--- config.mk ---
export PLATFORM = sky130hd
export DESIGN_NAME = pulp_clock_gate_ctrl
export DESIGN_NICKNAME = d
export VERILOG_FILES = /design/src/rtl/pulp_cg_pkg.sv /design/src/rtl/pulp_clock_gate_ch.sv /design/src/rtl/pulp_clock_gating.sv /design/src/rtl/pulp_clock_gate_ctrl.sv
export SDC_FILE = /design/constraint.sdc
export NUM_CORES = 1
export LEC_CHECK = 0
export CORE_ASPECT_RATIO = 2
export CORE_MARGIN = 2
export CORE_UTILIZATION = 60
export CTS_BUF_LIST = sky130_fd_sc_hd__clkbuf_4 sky130_fd_sc_hd__clkbuf_8
export CTS_CLUSTER_SIZE = 28
export DETAILED_ROUTE_END_ITERATION = 7
export DONT_BUFFER_PORTS = 1
export PLACE_DENSITY = 0.88
export SLEW_MARGIN = 20
export SYNTH_ARGS = -nofsm -noshare
export SYNTH_HDL_FRONTEND = slang
export SYNTH_SLANG_ARGS = --single-unit
--- constraint.sdc ---
create_clock -name clk_i -period 2.37 [get_ports clk_i]
set_input_delay 0.3555 -clock clk_i [delete_from_list [all_inputs] [get_ports clk_i]]
set_output_delay 0.3555 -clock clk_i [all_outputs]
set_load 0.01 [all_outputs]
--- src/rtl/pulp_cg_pkg.sv ---
// Shared types and counter-width helpers for the per-channel clock-gate controller.
package pulp_cg_pkg;

  typedef enum logic [1:0] {
    GATED    = 2'd0,
    WAKING   = 2'd1,
    ACTIVE   = 2'd2,
    COOLDOWN = 2'd3
  } cg_state_e;

  localparam int unsigned CG_MAX_WAKE_CYCLES = 32'd255;
  localparam int unsigned CG_MAX_IDLE_CYCLES = 32'd65535;
  localparam int unsigned CG_MAX_CHANNELS    = 32'd32;

  // A counter loaded with cycles-1 and stopped at zero needs enough bits for the value itself.
  function automatic int unsigned cg_cnt_width(input int unsigned cycles);
    return $clog2(cycles + 32'd1);
  endfunction

  localparam int unsigned CG_WAKE_W_MAX = cg_cnt_width(CG_MAX_WAKE_CYCLES);
  localparam int unsigned CG_IDLE_W_MAX = cg_cnt_width(CG_MAX_IDLE_CYCLES);

endpackage

--- src/rtl/pulp_clock_gate_ch.sv ---
// One gated-clock channel: wake/cooldown FSM with registered enable and acknowledge.
module pulp_clock_gate_ch
  import pulp_cg_pkg::*;
#(
  parameter int unsigned WAKE_CYCLES = 32'd2,
  parameter int unsigned IDLE_CYCLES = 32'd16
) (
  input  logic clk_i,
  input  logic rst_i,
  input  logic test_en_i,
  input  logic req_i,
  input  logic busy_i,
  output logic clk_o,
  output logic active_o,
  output logic en_o
);

  localparam int unsigned WAKE_W = cg_cnt_width(WAKE_CYCLES);
  localparam int unsigned IDLE_W = cg_cnt_width(IDLE_CYCLES);

  localparam logic [WAKE_W-1:0] WAKE_LOAD = WAKE_W'(WAKE_CYCLES - 32'd1);
  localparam logic [WAKE_W-1:0] WAKE_ZERO = WAKE_W'(32'd0);
  localparam logic [WAKE_W-1:0] WAKE_ONE  = WAKE_W'(32'd1);
  localparam logic [IDLE_W-1:0] IDLE_LOAD = IDLE_W'(IDLE_CYCLES - 32'd1);
  localparam logic [IDLE_W-1:0] IDLE_ZERO = IDLE_W'(32'd0);
  localparam logic [IDLE_W-1:0] IDLE_ONE  = IDLE_W'(32'd1);

  cg_state_e         state_r;
  cg_state_e         state_nxt_s;
  logic [WAKE_W-1:0] wake_cnt_r;
  logic [WAKE_W-1:0] wake_cnt_nxt_s;
  logic [IDLE_W-1:0] idle_cnt_r;
  logic [IDLE_W-1:0] idle_cnt_nxt_s;
  logic              en_r;
  logic              en_nxt_s;
  logic              active_r;
  logic              active_nxt_s;
  logic              demand_s;

  assign demand_s = req_i | busy_i;

  // State, counters and the two observable outputs, all updated on the same edge.
  always_ff @(posedge clk_i) begin
    if (rst_i) begin
      state_r    <= GATED;
      wake_cnt_r <= WAKE_ZERO;
      idle_cnt_r <= IDLE_ZERO;
      en_r       <= 1'b0;
      active_r   <= 1'b0;
    end else begin
      state_r    <= state_nxt_s;
      wake_cnt_r <= wake_cnt_nxt_s;
      idle_cnt_r <= idle_cnt_nxt_s;
      en_r       <= en_nxt_s;
      active_r   <= active_nxt_s;
    end
  end

  // Next-state and counter logic; a counter is cleared whenever its state is left.
  always_comb begin
    state_nxt_s    = state_r;
    wake_cnt_nxt_s = wake_cnt_r;
    idle_cnt_nxt_s = idle_cnt_r;
    case (state_r)
      GATED: begin
        if (demand_s) begin
          state_nxt_s    = WAKING;
          wake_cnt_nxt_s = WAKE_LOAD;
        end else begin
          state_nxt_s    = GATED;
        end
      end
      WAKING: begin
        // The wake always completes, even if demand disappears meanwhile.
        if (wake_cnt_r == WAKE_ZERO) begin
          state_nxt_s    = ACTIVE;
        end else begin
          wake_cnt_nxt_s = wake_cnt_r - WAKE_ONE;
        end
      end
      ACTIVE: begin
        if (!demand_s) begin
          state_nxt_s    = COOLDOWN;
          idle_cnt_nxt_s = IDLE_LOAD;
        end else begin
          state_nxt_s    = ACTIVE;
        end
      end
      COOLDOWN: begin
        if (demand_s) begin
          state_nxt_s    = ACTIVE;
          idle_cnt_nxt_s = IDLE_ZERO;
        end else if (idle_cnt_r == IDLE_ZERO) begin
          state_nxt_s    = GATED;
        end else begin
          idle_cnt_nxt_s = idle_cnt_r - IDLE_ONE;
        end
      end
      default: begin
        state_nxt_s    = GATED;
        wake_cnt_nxt_s = WAKE_ZERO;
        idle_cnt_nxt_s = IDLE_ZERO;
      end
    endcase
  end

  // Output decode of the next state so the registered outputs track state_r exactly.
  always_comb begin
    en_nxt_s     = 1'b0;
    active_nxt_s = 1'b0;
    case (state_nxt_s)
      GATED: begin
        en_nxt_s     = 1'b0;
        active_nxt_s = 1'b0;
      end
      WAKING: begin
        en_nxt_s     = 1'b1;
        active_nxt_s = 1'b0;
      end
      ACTIVE, COOLDOWN: begin
        en_nxt_s     = 1'b1;
        active_nxt_s = 1'b1;
      end
      default: begin
        en_nxt_s     = 1'b0;
        active_nxt_s = 1'b0;
      end
    endcase
  end

  assign en_o     = en_r;
  assign active_o = active_r;

  pulp_clock_gating i_cg (
    .clk_i     (clk_i),
    .en_i      (en_r),
    .test_en_i (test_en_i),
    .clk_o     (clk_o)
  );

endmodule

--- src/rtl/pulp_clock_gating.sv ---
// Technology-mapped glitch-free clock gate: latch transparent while clk_i is low.
module pulp_clock_gating (
  input  logic clk_i,
  input  logic en_i,
  input  logic test_en_i,
  output logic clk_o
);

  logic clk_en;

  // Enable latch, closed during the high phase so clk_o can never be truncated.
  always_latch begin
    if (clk_i == 1'b0) begin
      clk_en <= en_i | test_en_i;
    end
  end

  assign clk_o = clk_i & clk_en;

endmodule

--- src/rtl/pulp_clock_gate_ctrl.sv ---
// Array of independent gated-clock channels sharing one source clock and scan bypass.
module pulp_clock_gate_ctrl
  import pulp_cg_pkg::*;
#(
  parameter int unsigned NB_CH       = 32'd4,
  parameter int unsigned WAKE_CYCLES = 32'd2,
  parameter int unsigned IDLE_CYCLES = 32'd16
) (
  input  logic             clk_i,
  input  logic             rst_i,
  input  logic             test_en_i,
  input  logic [NB_CH-1:0] req_i,
  input  logic [NB_CH-1:0] busy_i,
  output logic [NB_CH-1:0] clk_o,
  output logic [NB_CH-1:0] active_o,
  output logic [NB_CH-1:0] en_o
);

  for (genvar ch = 0; ch < NB_CH; ch++) begin : g_ch
    pulp_clock_gate_ch #(
      .WAKE_CYCLES (WAKE_CYCLES),
      .IDLE_CYCLES (IDLE_CYCLES)
    ) i_ch (
      .clk_i     (clk_i),
      .rst_i     (rst_i),
      .test_en_i (test_en_i),
      .req_i     (req_i[ch]),
      .busy_i    (busy_i[ch]),
      .clk_o     (clk_o[ch]),
      .active_o  (active_o[ch]),
      .en_o      (en_o[ch])
    );
  end

endmodule

## Yosys cells after proc, flatten, opt, wreduce, memory -nomap -nowiden

Cells that the tools add are included.

| storage, ports and cells | value |
|---|---|
| bits in registers | 44 |
| latch bits | 4 |
| input port bits | 11 |
| output and inout port bits | 12 |
| logic and storage cells | 192 |

| cells by class | value |
|---|---|
| add/sub/neg operators | 8 |
| equal/unequal tests | 40 |
| muxes and demuxes | 64 |
| bitwise gates (word level) | 12 |
| reduce and logical (&&, ||, !) cells | 44 |

Operator list:

| operator | number |
|---|---|
| 5-bit 2-to-1 mux | 12 |
| 2-bit 2-to-1 mux | 20 |
| 5-bit one-hot mux with 2 select lines | 4 |
| 2-bit equality test, second input constant | 16 |
| 2-bit one-hot mux with 4 select lines | 4 |
| 2-bit zero test | 12 |
| 3-bit AND reduction | 8 |
| 5-bit zero test | 4 |
| 5-bit by 1-bit subtractor with 5-bit output, second input constant | 4 |
| 2-bit by 1-bit equality test with 1-bit output, second input constant | 8 |
| 2-bit != test, second input constant | 8 |
| 1-bit one-hot mux with 2 select lines | 8 |
| 2-bit one-hot mux with 2 select lines | 4 |
| 2-bit nonzero test | 8 |
| 2-bit OR reduction | 8 |
| 1-bit 2-to-1 mux | 12 |
| 3-bit by 2-bit != test with 1-bit output, second input constant | 4 |
| 3-bit OR reduction | 4 |
| 2-bit by 1-bit != test with 1-bit output, second input constant | 4 |
| 1-bit bitwise OR | 8 |
| 2-bit by 1-bit subtractor with 2-bit output, second input constant | 4 |
| 1-bit bitwise AND | 4 |

## Depth between registers and ports, before layout

Gate-level depths: netlist (run 1).

| logic depth | value |
|---|---|
| depth in word-level cells | 7 |
| mapped depth | 6 |
| mapped depth without buffers | 6 |

## Cells and area by module

Synthesis (run 1) repeated with hierarchy kept, for this count alone.

| unflattened totals | value |
|---|---|
| cells, all modules | 280 |
| area total of the unflattened synthesis | 2437.3 sq um |

Modules (own cells, without submodules):

| module | instances | cells each | area an instance (sq um) | seq. area each (sq um) |
|---|---|---|---|---|
| pulp_clock_gate_ch | 4 | 67 | 581.8 | 200.2 |
| pulp_clock_gating | 4 | 3 | 27.5 | 0.0 |

==> impl_metrics.xml, run 1 <==
<?xml version="1.0" encoding="UTF-8"?>
<metrics>
  <group name="place">
    <metric name="hpwl" unit="um">3630</metric>
    <metric name="place_congestion" unit="">0.864</metric>
    <metric name="post-place-ws" unit="ps">292</metric>
    <metric name="numPortBuffers" unit="">0</metric>
  </group>
  <group name="finish">
    <metric name="insertedDiodeCount" unit="">0</metric>
    <metric name="drive_gt1_share" unit="%">11.2</metric>
    <metric name="fillerInstances" unit="">353</metric>
    <metric name="area_growth" unit="%">4.09</metric>
    <metric name="design.final.nets" unit="">333</metric>
  </group>
  <group name="drt">
    <metric name="wl" unit="um">5490</metric>
    <metric name="final_antenna_net_count" unit="">0</metric>
    <metric name="via_per_inst" unit="">6.18</metric>
    <metric name="drt_iter0_drc" unit="">53</metric>
    <metric name="number_of_detailed_route_iterations_in_the_first_pass" unit="">4</metric>
    <metric name="dr_total_vias" unit="">2251</metric>
    <metric name="drc_markers" unit="">0</metric>
    <metric name="avgRoutedWirePerCell" unit="um">15.1</metric>
  </group>
  <group name="logic_synthesis">
    <metric name="ys_async_sr_fraction" unit="%">0</metric>
    <metric name="synth_top_flop_cell" unit="">sky130_fd_sc_hd__dfxtp_1</metric>
    <metric name="netlist_instances" unit="">324</metric>
    <metric name="synth.net_count" unit="">347</metric>
    <metric name="synthTopCellsByArea" unit="">sky130_fd_sc_hd__dfxtp_1 33%, sky130_fd_sc_hd__ha_1 5.8%, sky130_fd_sc_hd__a21oi_1 5.2%</metric>
    <metric name="mappedNetlistArea" unit="um^2">2600</metric>
    <metric name="synthDominantAreaCellType" unit="">sky130_fd_sc_hd__dfxtp_1</metric>
    <metric name="yosys_warnings" unit="">0</metric>
    <metric name="synth_edf_count" unit="">0</metric>
    <metric name="yosysTopAreaCellShare" unit="%">33.1</metric>
    <metric name="synth.ff_latch_count" unit="">47</metric>
    <metric name="ys_types" unit="">53</metric>
    <metric name="avgSynthCellArea" unit="um^2">8.03</metric>
  </group>
  <group name="timing">
    <metric name="worst-slew-pin-transition" unit="ps">576</metric>
    <metric name="setup-violations-final" unit="">8</metric>
    <metric name="finalMaxSlewViolations" unit="">0</metric>
    <metric name="hold_viol_final" unit="">0</metric>
    <metric name="rsz0062_at_grt" unit="">true</metric>
    <metric name="postLayoutSetupSlackWorst" unit="ps">-132</metric>
    <metric name="clock_skew" unit="ps">7.38</metric>
    <metric name="slew_headroom" unit="%">61.6</metric>
  </group>
  <group name="cts">
    <metric name="tritoncts" unit="">done</metric>
    <metric name="worst_setup_hold_path_clk_slew" unit="ps">90</metric>
    <metric name="post_cts.repair.setup_buffers" unit="">0</metric>
    <metric name="insertion_delay" unit="ps">410</metric>
    <metric name="ctsHoldBuffers" unit="">0</metric>
  </group>
  <group name="status">
    <metric name="status" unit="">finished with violations</metric>
    <metric name="failed_checks" unit="">setup timing</metric>
  </group>
  <group name="worst_setup_path">
    <metric name="critPathTopFamily" unit="">latches</metric>
    <metric name="crit_buf_inv" unit="">0</metric>
    <metric name="cp_cell_sequence" unit="">and2_4</metric>
    <metric name="timing.critical_path.fanout_max" unit="">1</metric>
    <metric name="cp_data_required_time" unit="ps">2010</metric>
    <metric name="critical_path.max_stage_delay" unit="ps">400</metric>
    <metric name="critical-path-slowest-cell" unit="">sky130_fd_sc_hd__dlxtn_2</metric>
    <metric name="critPathCaptureType" unit="">primary output</metric>
    <metric name="worst_ep_arrival_time" unit="ps">2150</metric>
    <metric name="critical_path_class" unit="">latch2out</metric>
    <metric name="worst_setup_path_start_kind" unit="">latch</metric>
  </group>
  <group name="power">
    <metric name="switching_share" unit="%">32.3</metric>
    <metric name="internal_power_component" unit="uW">1630</metric>
    <metric name="pwr_density_cell" unit="nW/um^2">888</metric>
    <metric name="comb_power_share" unit="%">22.5</metric>
    <metric name="power_leakage" unit="uW">0.00102</metric>
    <metric name="peak_supply_drop" unit="uV">679</metric>
    <metric name="pwr-share-clk" unit="%">35.7</metric>
    <metric name="power.switching" unit="uW">776</metric>
    <metric name="power_consumption" unit="uW">2400</metric>
    <metric name="pwr-share-seq" unit="%">41.8</metric>
  </group>
  <group name="global_routing">
    <metric name="initial_antenna_violation_count" unit="">0</metric>
    <metric name="globalRouteTotalUtil" unit="%">24.3</metric>
    <metric name="grt_pass1_wl" unit="um">9430</metric>
    <metric name="grt_pass1_vias" unit="">2359</metric>
    <metric name="largest_net_degree_at_the_start_of_global_routing" unit="">47</metric>
    <metric name="grt_overflow" unit="">0</metric>
  </group>
  <group name="floorplanning">
    <metric name="initial_core_utilization" unit="%">63.0</metric>
    <metric name="placeableCoreArea" unit="um^2">4130</metric>
    <metric name="pin_count" unit="">23</metric>
    <metric name="die-area" unit="um^2">4910</metric>
    <metric name="floorplan.die.width" unit="um">50.6</metric>
    <metric name="fp-row-count" unit="">33</metric>
    <metric name="die_height" unit="um">97.1</metric>
  </group>
  <group name="job">
    <metric name="cap_violations" unit="">0</metric>
  </group>
  <group name="hold_path">
    <metric name="holdCritPathClass" unit="">in2reg</metric>
  </group>
</metrics>
==> cell type report <==
class / instances / area (um^2) / area share (%)
clock buffers: 13 / 166 / 6.15
inverters: 23 / 86.3 / 3.19
multi-input cells: 227 / 1450 / 53.7
flip-flops and latches: 47 / 922 / 34.1
well taps: 52 / 65.1 / 2.40
repair buffers: 2 / 15.0 / 0.555
==> through the flow <==
step	area, um^2	std cells	hold WS [ps]	setup TNS [ps]	util [%]
after floorplan	2600	324	462	0	-
after global placement	2530	351	430	0	61.3
after detailed placement	2530	351	431	0	61.3
after CTS	2710	364	0.423	-536	65.5
after global routing	2710	364	4.46	-580	65.6
final	2710	364	10.0	-502	65.6
==> per-layer routing <==
metal  GRT usage (%)  share of wire (%)
met1            22.8                 38
met2            44.1                 56
met3            5.38                4.2
met4            16.4                1.5
met5               0                  0
==> synth_stat cells, types with 4 or more instances <==
cell type and count:
sky130_fd_sc_hd__a221oi_1 5, sky130_fd_sc_hd__dlxtn_1 4, sky130_fd_sc_hd__o21a_1 4, sky130_fd_sc_hd__o21ai_0 18
sky130_fd_sc_hd__dfxtp_1 43, sky130_fd_sc_hd__clkbuf_1 12, sky130_fd_sc_hd__a211oi_1 8, sky130_fd_sc_hd__nand3b_1 7
sky130_fd_sc_hd__and2_1 6, sky130_fd_sc_hd__o31ai_1 7, sky130_fd_sc_hd__inv_1 23, sky130_fd_sc_hd__a21oi_1 27
sky130_fd_sc_hd__or2_2 7, sky130_fd_sc_hd__buf_4 13, sky130_fd_sc_hd__nor2_1 28, sky130_fd_sc_hd__a31oi_1 5
sky130_fd_sc_hd__nand2_1 26, sky130_fd_sc_hd__nor3_1 12, sky130_fd_sc_hd__nand3_1 4, sky130_fd_sc_hd__o211ai_1 4
sky130_fd_sc_hd__ha_1 12
==> final timing paths <==
| check | slack (ps) | to | cells past startpoint | startpoint |
|---|---|---|---|---|
| max | -130 | clk_o[2] | 1 | g_ch[2].i_ch.i_cg.clk_en |
| min | 10 | g_ch[1].i_ch.wake_cnt_r[1] | 1 | rst_i |
| max reg2reg | 500 | g_ch[0].i_ch.idle_cnt_r[4] | 6 | g_ch[0].i_ch.idle_cnt_r[0] |
| min reg2reg | 490 | g_ch[2].i_ch.wake_cnt_r[1] | 2 | g_ch[2].i_ch.wake_cnt_r[1] |
==> sequential cells by signal (all words and copies together), names as in the netlist <==
register / cells
g_ch.i_ch.idle_cnt_r: 20
g_ch.i_ch.state_r: 8
g_ch.i_ch.wake_cnt_r: 8
g_ch.i_ch.en_o: 4
g_ch.i_ch.i_cg.clk_en: 4
g_ch.i_ch.active_o: 3
==> cell usage in the layout (no fill, tap or decap), types with 2 or more instances in the layout <==
| master | Yosys | routed |
|---|---|---|
| sky130_fd_sc_hd__and2_4 | 0 | 4 |
| sky130_fd_sc_hd__a21o_1 | 3 | 3 |
| sky130_fd_sc_hd__o211ai_1 | 4 | 4 |
| sky130_fd_sc_hd__nand3_1 | 4 | 4 |
| sky130_fd_sc_hd__nor2b_1 | 3 | 3 |
| sky130_fd_sc_hd__a211o_1 | 2 | 2 |
| sky130_fd_sc_hd__and2_1 | 6 | 2 |
| sky130_fd_sc_hd__nor2_1 | 28 | 28 |
| sky130_fd_sc_hd__or2_2 | 7 | 7 |
| sky130_fd_sc_hd__a311oi_1 | 2 | 2 |
| sky130_fd_sc_hd__a211oi_1 | 8 | 8 |
| sky130_fd_sc_hd__o21ai_0 | 18 | 18 |
| sky130_fd_sc_hd__clkbuf_4 | 0 | 2 |
| sky130_fd_sc_hd__o21a_1 | 4 | 4 |
| sky130_fd_sc_hd__or3_1 | 3 | 3 |
| sky130_fd_sc_hd__a21oi_1 | 27 | 27 |
| sky130_fd_sc_hd__mux2_2 | 2 | 2 |
| sky130_fd_sc_hd__dfxtp_1 | 43 | 43 |
| sky130_fd_sc_hd__a31oi_1 | 5 | 5 |
| sky130_fd_sc_hd__o21bai_1 | 3 | 3 |
| sky130_fd_sc_hd__ha_1 | 12 | 12 |
| sky130_fd_sc_hd__a221oi_1 | 5 | 5 |
| sky130_fd_sc_hd__o31ai_1 | 7 | 7 |
| sky130_fd_sc_hd__mux2i_1 | 3 | 3 |
| sky130_fd_sc_hd__buf_4 | 13 | 2 |
| sky130_fd_sc_hd__nand2_1 | 26 | 26 |
| sky130_fd_sc_hd__or3b_1 | 2 | 2 |
| sky130_fd_sc_hd__nand2b_1 | 2 | 2 |
| sky130_fd_sc_hd__dlxtn_1 | 4 | 3 |
| sky130_fd_sc_hd__nand4_1 | 2 | 2 |
| sky130_fd_sc_hd__nor3_1 | 12 | 12 |
| sky130_fd_sc_hd__nor3b_1 | 2 | 2 |
| sky130_fd_sc_hd__clkbuf_8 | 0 | 11 |
| sky130_fd_sc_hd__inv_1 | 23 | 23 |
| sky130_fd_sc_hd__nand3b_1 | 7 | 7 |
==> repair_timing <==
action	CTS	global route
pin swaps	3	0
gates resized for setup	4	1
setup endpoints to repair	8	8
==> power groups by stage <==
stage | clock network (uW) | registers (uW) | logic, uW
floorplan | 138 | 935 | 546
global placement | 67.6 | 1010 | 506
detailed placement | 67.6 | 1020 | 528
CTS | 876 | 1000 | 540
global route | 908 | 1020 | 615
finish | 859 | 1000 | 542
==> cell families after synthesis <==
| kind of cell | synth area share, % |
|---|---|
| simple gates | 22.2 |
| buf+inv | 9.14 |
| mux | 2.02 |
| compound gates | 25.1 |
| fa+ha+maj | 5.77 |
| xor+xnor | 0.337 |
| flops | 33.1 |
| latches | 2.31 |
Power figures use the tool's default switching activity.
==> run 2, diff against run 1 <==
--- a/config.mk
+++ b/config.mk
@@ -7,12 +7,12 @@
 export LEC_CHECK = 0
 export CORE_ASPECT_RATIO = 2
 export CORE_MARGIN = 2
-export CORE_UTILIZATION = 60
+export CORE_UTILIZATION = 55
 export CTS_BUF_LIST = sky130_fd_sc_hd__clkbuf_4 sky130_fd_sc_hd__clkbuf_8
 export CTS_CLUSTER_SIZE = 28
 export DETAILED_ROUTE_END_ITERATION = 7
 export DONT_BUFFER_PORTS = 1
-export PLACE_DENSITY = 0.88
+export PLACE_DENSITY = 0.82
 export SLEW_MARGIN = 20
 export SYNTH_ARGS = -nofsm -noshare
 export SYNTH_HDL_FRONTEND = slang
==> constraint.sdc (replaced) <==
create_clock -name clk_i -period 2.8 [get_ports clk_i]
set_input_delay 0.42 -clock clk_i [delete_from_list [all_inputs] [get_ports clk_i]]
set_output_delay 0.42 -clock clk_i [all_outputs]
set_load 0.01 [all_outputs]
==> impl_metrics.xml, run 2 (synthesized netlist as in run 1, its figures left out) <==
<?xml version="1.0" encoding="UTF-8"?>
<metrics>
  <group name="finish">
    <metric name="biggest_register" unit="">g_ch.i_ch.idle_cnt_r</metric>
    <metric name="layout.cells.most_common" unit="">sky130_fd_sc_hd__dfxtp_1</metric>
    <metric name="reg.largest.list" unit="">g_ch.i_ch.idle_cnt_r: 20 flops, g_ch.i_ch.state_r: 8 flops, g_ch.i_ch.wake_cnt_r: 8 flops</metric>
    <metric name="flip_flop_count_of_the_largest_register_all_copies_and_words_added" unit="">20</metric>
    <metric name="drive_gt1_share" unit="%">10.9</metric>
    <metric name="area_growth" unit="%">3.75</metric>
    <metric name="design.final.nets" unit="">332</metric>
    <metric name="layout.cells.most_common_list" unit="">43 x sky130_fd_sc_hd__dfxtp_1, 28 x sky130_fd_sc_hd__nor2_1, 27 x sky130_fd_sc_hd__a21oi_1</metric>
    <metric name="layout.cells.non_filler" unit="">366</metric>
    <metric name="layout.core_utilization" unit="%">58.7</metric>
    <metric name="insertedDiodeCount" unit="">0</metric>
  </group>
  <group name="worst_setup_path">
    <metric name="critical-path-slowest-cell" unit="">sky130_fd_sc_hd__dlxtn_1</metric>
    <metric name="crit_buf_inv" unit="">0</metric>
    <metric name="rr_worst_depth" unit="">1</metric>
    <metric name="worst_ep_arrival_time" unit="ps">2360</metric>
    <metric name="critPathCaptureType" unit="">primary output</metric>
    <metric name="critical_path.max_stage_delay" unit="ps">400</metric>
    <metric name="worst_setup_path_start_kind" unit="">latch</metric>
    <metric name="critical_path_class" unit="">latch2out</metric>
    <metric name="critPathTopFamily" unit="">latches</metric>
    <metric name="timing.critical_path.fanout_max" unit="">1</metric>
    <metric name="cp_cell_sequence" unit="">and2_4</metric>
    <metric name="cp_data_required_time" unit="ps">2380</metric>
    <metric name="path_depth" unit="">1</metric>
  </group>
  <group name="place">
    <metric name="place_congestion" unit="">0.836</metric>
    <metric name="hpwl" unit="um">3710</metric>
    <metric name="numPortBuffers" unit="">0</metric>
    <metric name="post-place-cells" unit="">353</metric>
  </group>
  <group name="cts">
    <metric name="post_cts.repair.setup_buffers" unit="">0</metric>
    <metric name="tritoncts" unit="">done</metric>
    <metric name="insertion_delay" unit="ps">420</metric>
    <metric name="ctsHoldBuffers" unit="">0</metric>
    <metric name="worst_setup_hold_path_clk_slew" unit="ps">90</metric>
  </group>
  <group name="power">
    <metric name="peak_supply_drop" unit="uV">534</metric>
    <metric name="pwr-share-seq" unit="%">42.2</metric>
    <metric name="power_leakage" unit="uW">0.00101</metric>
    <metric name="power_consumption" unit="uW">2020</metric>
    <metric name="internal_power_component" unit="uW">1350</metric>
    <metric name="comb_power_share" unit="%">22.0</metric>
    <metric name="switching_share" unit="%">32.8</metric>
    <metric name="pwr-share-clk" unit="%">35.8</metric>
    <metric name="power.switching" unit="uW">661</metric>
    <metric name="pwr_density_cell" unit="nW/um^2">747</metric>
  </group>
  <group name="timing">
    <metric name="finalMaxSlewViolations" unit="">0</metric>
    <metric name="worst-slew-pin-transition" unit="ps">566</metric>
    <metric name="hold_viol_final" unit="">0</metric>
    <metric name="clock_skew" unit="ps">9.59</metric>
    <metric name="setup-violations-final" unit="">0</metric>
    <metric name="whs" unit="ps">62.3</metric>
    <metric name="rsz0062_at_grt" unit="">true</metric>
    <metric name="finalSetupTns" unit="ps">0</metric>
    <metric name="slew_headroom" unit="%">62.2</metric>
  </group>
  <group name="hold_path">
    <metric name="whs_path_depth" unit="">1</metric>
    <metric name="holdCritPathClass" unit="">in2reg</metric>
  </group>
  <group name="global_routing">
    <metric name="largest_net_degree_at_the_start_of_global_routing" unit="">47</metric>
    <metric name="grt_overflow" unit="">0</metric>
    <metric name="initial_antenna_violation_count" unit="">0</metric>
    <metric name="globalRouteTotalUtil" unit="%">22.7</metric>
    <metric name="grt_pass1_wl" unit="um">8860</metric>
    <metric name="grt_pass1_vias" unit="">2221</metric>
  </group>
  <group name="drt">
    <metric name="drt_iter0_drc" unit="">33</metric>
    <metric name="avgRoutedWirePerCell" unit="um">14.4</metric>
    <metric name="via_per_inst" unit="">6.09</metric>
    <metric name="wl" unit="um">5270</metric>
    <metric name="number_of_detailed_route_iterations_in_the_first_pass" unit="">4</metric>
    <metric name="drc_markers" unit="">0</metric>
    <metric name="final_antenna_net_count" unit="">0</metric>
    <metric name="dr_total_vias" unit="">2228</metric>
  </group>
  <group name="floorplanning">
    <metric name="die_height" unit="um">101</metric>
    <metric name="pin_count" unit="">23</metric>
    <metric name="fp-row-count" unit="">35</metric>
    <metric name="floorplan.die.width" unit="um">52.6</metric>
    <metric name="placeableCoreArea" unit="um^2">4600</metric>
    <metric name="initial_core_utilization" unit="%">56.6</metric>
    <metric name="die-area" unit="um^2">5330</metric>
  </group>
  <group name="job">
    <metric name="cap_violations" unit="">0</metric>
  </group>
  <group name="status">
    <metric name="status" unit="">finished clean</metric>
  </group>
</metrics>
==> run 2: area by class of cell <==
cell class / instances / area (um^2)
Inverter: 23 / 86.3
Tap cell: 55 / 68.8
Clock buffer: 12 / 153
Clock inverter: 1 / 8.76
Sequential cell: 47 / 922
Multi-Input combinational cell: 227 / 1450
Timing Repair Buffer: 1 / 7.51
Fill cell: 425 / 1900
==> run 2: metal layers <==
layer / vias to the layer above / track usage [%] / routed length [um]
li1: 1116 / - / -
met5: - / 0 / 0
met3: 13 / 6.05 / 220
met2: 45 / 39.2 / 2900
met1: 1054 / 20.9 / 1970
met4: 0 / 18.9 / 182
==> run 2: what timing repair did <==
| action | in CTS | in global routing |
|---|---|---|
| gates resized for setup | 4 | 1 |
| endpoints found under the setup margin | 8 | 8 |
| pin swaps | 1 | 2 |
==> run 2: final timing paths <==
path / from / endpoint / slack (ps)
hold / removal: rst_i / g_ch[1].i_ch.state_r[1] / 60
setup reg to reg: g_ch[1].i_ch.en_o / g_ch[1].i_ch.i_cg.clk_en / 790
setup / recovery: g_ch[0].i_ch.i_cg.clk_en / clk_o[0] / 20
hold reg to reg: g_ch[3].i_ch.wake_cnt_r[1] / g_ch[3].i_ch.wake_cnt_r[1] / 490
==> run 2: per-stage QoR <==
| step | worst slack, ps | cell area (um^2) |
|---|---|---|
| after detailed placement | 453 | 2530 |
| after global placement | 454 | 2530 |
| final | 15.0 | 2700 |
| after CTS | 3.79 | 2700 |
| after floorplan | 402 | 2600 |
| after global routing | -14.4 | 2700 |
==> run 2: power by group through the flow <==
stage	registers (uW)	logic [uW]	clock network, uW
5_1_grt	867	503	774
2_1_floorplan	791	462	117
3_5_place_dp	865	442	57.2
6_report	851	443	721
3_3_place_gp	862	428	57.2
4_1_cts	851	446	744
==> run 3, diff against run 2 <==
--- a/config.mk
+++ b/config.mk
@@ -5,6 +5,7 @@
 export SDC_FILE = /design/constraint.sdc
 export NUM_CORES = 1
 export LEC_CHECK = 0
+export ABC_CLOCK_PERIOD_IN_PS = 2800
 export CORE_ASPECT_RATIO = 2
 export CORE_MARGIN = 2
 export CORE_UTILIZATION = 55
@@ -13,6 +14,7 @@
 export DETAILED_ROUTE_END_ITERATION = 7
 export DONT_BUFFER_PORTS = 1
 export PLACE_DENSITY = 0.82
+export REMOVE_ABC_BUFFERS = 1
 export SLEW_MARGIN = 20
 export SYNTH_ARGS = -nofsm -noshare
 export SYNTH_HDL_FRONTEND = slang
==> impl_metrics.xml, run 3 (synthesized netlist as in run 1, its figures left out) <==
<?xml version="1.0" encoding="UTF-8"?>
<metrics>
  <group name="place">
    <metric name="place_area" unit="um^2">2530</metric>
    <metric name="place_congestion" unit="">0.826</metric>
    <metric name="post-place-cells" unit="">353</metric>
    <metric name="hpwl" unit="um">3490</metric>
    <metric name="post-place-ws" unit="ps">444</metric>
    <metric name="numPortBuffers" unit="">0</metric>
  </group>
  <group name="global_routing">
    <metric name="grt_pass1_vias" unit="">2138</metric>
    <metric name="grt_pass1_wl" unit="um">8700</metric>
    <metric name="initial_antenna_violation_count" unit="">0</metric>
    <metric name="grt_overflow" unit="">0</metric>
    <metric name="globalRouteTotalUtil" unit="%">21.2</metric>
    <metric name="largest_net_degree_at_the_start_of_global_routing" unit="">47</metric>
  </group>
  <group name="finish">
    <metric name="layout.cells.most_common_list" unit="">43 x sky130_fd_sc_hd__dfxtp_1, 28 x sky130_fd_sc_hd__nor2_1, 27 x sky130_fd_sc_hd__a21oi_1</metric>
    <metric name="flip_flop_count_of_the_largest_register_all_copies_and_words_added" unit="">20</metric>
    <metric name="area_growth" unit="%">3.42</metric>
    <metric name="biggest_register" unit="">g_ch.i_ch.idle_cnt_r</metric>
    <metric name="final_cell_area" unit="um^2">2690</metric>
    <metric name="fillerInstances" unit="">462</metric>
    <metric name="footprint_of_the_multi_input_gates" unit="um^2">1450</metric>
    <metric name="reg.largest.list" unit="">g_ch.i_ch.idle_cnt_r: 20 flops, g_ch.i_ch.state_r: 8 flops, g_ch.i_ch.wake_cnt_r: 8 flops</metric>
    <metric name="design.final.nets" unit="">332</metric>
    <metric name="layout.cells.non_filler" unit="">366</metric>
    <metric name="insertedDiodeCount" unit="">0</metric>
    <metric name="layout.cells.most_common" unit="">sky130_fd_sc_hd__dfxtp_1</metric>
    <metric name="drive_gt1_share" unit="%">11.3</metric>
    <metric name="area.sequential" unit="um^2">923</metric>
  </group>
  <group name="power">
    <metric name="power_leakage" unit="uW">0.000997</metric>
    <metric name="pwr-share-clk" unit="%">34.8</metric>
    <metric name="comb_power_share" unit="%">22.2</metric>
    <metric name="switching_share" unit="%">33.6</metric>
    <metric name="peak_supply_drop" unit="uV">522</metric>
    <metric name="power.switching" unit="uW">665</metric>
    <metric name="pwr-share-seq" unit="%">43.1</metric>
    <metric name="internal_power_component" unit="uW">1320</metric>
    <metric name="pwr_density_cell" unit="nW/um^2">736</metric>
  </group>
  <group name="job">
    <metric name="cap_violations" unit="">0</metric>
  </group>
  <group name="timing">
    <metric name="finalMaxSlewViolations" unit="">0</metric>
    <metric name="slew_headroom" unit="%">60.4</metric>
    <metric name="setup-violations-final" unit="">0</metric>
    <metric name="postLayoutSetupSlackWorst" unit="ps">16.3</metric>
    <metric name="worst-slew-pin-transition" unit="ps">593</metric>
    <metric name="hold_viol_final" unit="">0</metric>
    <metric name="clock_skew" unit="ps">7.18</metric>
    <metric name="rsz0062_at_grt" unit="">true</metric>
  </group>
  <group name="worst_setup_path">
    <metric name="critical_path_class" unit="">latch2out</metric>
    <metric name="critPathTopFamily" unit="">latches</metric>
    <metric name="critical-path-slowest-cell" unit="">sky130_fd_sc_hd__dlxtn_2</metric>
    <metric name="critical_path.max_stage_delay" unit="ps">410</metric>
    <metric name="cp_data_required_time" unit="ps">2380</metric>
    <metric name="timing.critical_path.fanout_max" unit="">1</metric>
    <metric name="worst_r2r_endpoint" unit="">g_ch[2].i_ch.i_cg.clk_en</metric>
    <metric name="critPathCaptureType" unit="">primary output</metric>
    <metric name="rrSetupSlack" unit="ps">790</metric>
    <metric name="worst_setup_path_start_kind" unit="">latch</metric>
    <metric name="crit_buf_inv" unit="">0</metric>
    <metric name="rr_startpoint" unit="">g_ch[2].i_ch.en_o</metric>
    <metric name="rr_worst_depth" unit="">1</metric>
    <metric name="worst_ep_arrival_time" unit="ps">2360</metric>
    <metric name="cp_cell_sequence" unit="">and2_4</metric>
  </group>
  <group name="drt">
    <metric name="drt_iter0_drc" unit="">37</metric>
    <metric name="avgRoutedWirePerCell" unit="um">14.0</metric>
    <metric name="number_of_detailed_route_iterations_in_the_first_pass" unit="">4</metric>
    <metric name="drc_markers" unit="">0</metric>
    <metric name="wl" unit="um">5120</metric>
    <metric name="via_per_inst" unit="">5.95</metric>
    <metric name="final_antenna_net_count" unit="">0</metric>
    <metric name="dr_total_vias" unit="">2176</metric>
  </group>
  <group name="floorplanning">
    <metric name="die-area" unit="um^2">5330</metric>
    <metric name="die_height" unit="um">101</metric>
    <metric name="placeableCoreArea" unit="um^2">4600</metric>
    <metric name="fp-row-count" unit="">35</metric>
    <metric name="floorplan.die.width" unit="um">52.6</metric>
    <metric name="pin_count" unit="">23</metric>
    <metric name="initial_core_utilization" unit="%">56.6</metric>
  </group>
  <group name="hold_path">
    <metric name="min_to" unit="">g_ch[1].i_ch.wake_cnt_r[1]</metric>
    <metric name="holdCritPathClass" unit="">in2reg</metric>
    <metric name="whs_path_depth" unit="">1</metric>
    <metric name="hold_path_startpoint" unit="">rst_i</metric>
  </group>
  <group name="cts">
    <metric name="tritoncts" unit="">done</metric>
    <metric name="worst_setup_hold_path_clk_slew" unit="ps">100</metric>
    <metric name="ctsHoldBuffers" unit="">0</metric>
    <metric name="insertion_delay" unit="ps">400</metric>
  </group>
  <group name="status">
    <metric name="status" unit="">finished clean</metric>
  </group>
</metrics>
## run 3: layer usage
metal / track usage, % / share of wire (%) / wire (um)
met2: 39.1 / 55 / 2820
met4: 11.0 / 1.4 / 74
met3: 4.87 / 3.4 / 175
met5: 0 / 0 / 0
met1: 20.9 / 40 / 2050
## run 3: worst max-delay path by stage
stage,startpoint,cells past startpoint,slack (ps),to
2_1_floorplan,g_ch[1].i_ch.i_cg.clk_en,1,460,clk_o[1]
3_3_place_gp,g_ch[3].i_ch.i_cg.clk_en,1,450,clk_o[3]
3_5_place_dp,g_ch[2].i_ch.i_cg.clk_en,1,440,clk_o[2]
4_1_cts,g_ch[2].i_ch.i_cg.clk_en,1,0.7,clk_o[2]
5_1_grt,g_ch[2].i_ch.i_cg.clk_en,1,-10,clk_o[2]
6_report,g_ch[2].i_ch.i_cg.clk_en,1,20,clk_o[2]
## run 3: layout make-up
class	instances	share of cell area [%]
timing repair buffer	1	0.279
clock buffer	10	4.88
tap	55	2.56
clock inverter	3	0.744
sequential	47	34.3
inverter	23	3.21
multi-input combinational	227	54.0
## run 3: timing repair
item / 4_1_cts / 5_1_grt
pin swaps: 1 / 2
endpoints found under the setup margin: 8 / 8
setup buffers: 0 / 0
gates resized for setup: 5 / 1
## run 3: stage by stage
| step | util [%] | setup TNS, ps | total power [uW] | hold WS (ps) |
|---|---|---|---|---|
| global placement | 54.9 | 0 | 1340 | 470 |
| finish | 58.5 | 0 | 1980 | 74.9 |
| floorplan | - | 0 | 1260 | 456 |
| CTS | 58.5 | 0 | 2010 | 59.0 |
| global route | 58.5 | -37.8 | 2110 | 56.8 |
| detailed placement | 54.9 | 0 | 1360 | 482 |
## run 3: power by group through the flow
stage	logic, uW	registers, uW	clock network, uW
floorplan	359	843	57.2
global placement	421	862	57.2
detailed placement	437	867	57.2
CTS	441	852	714
global route	502	868	744
finish	439	853	688
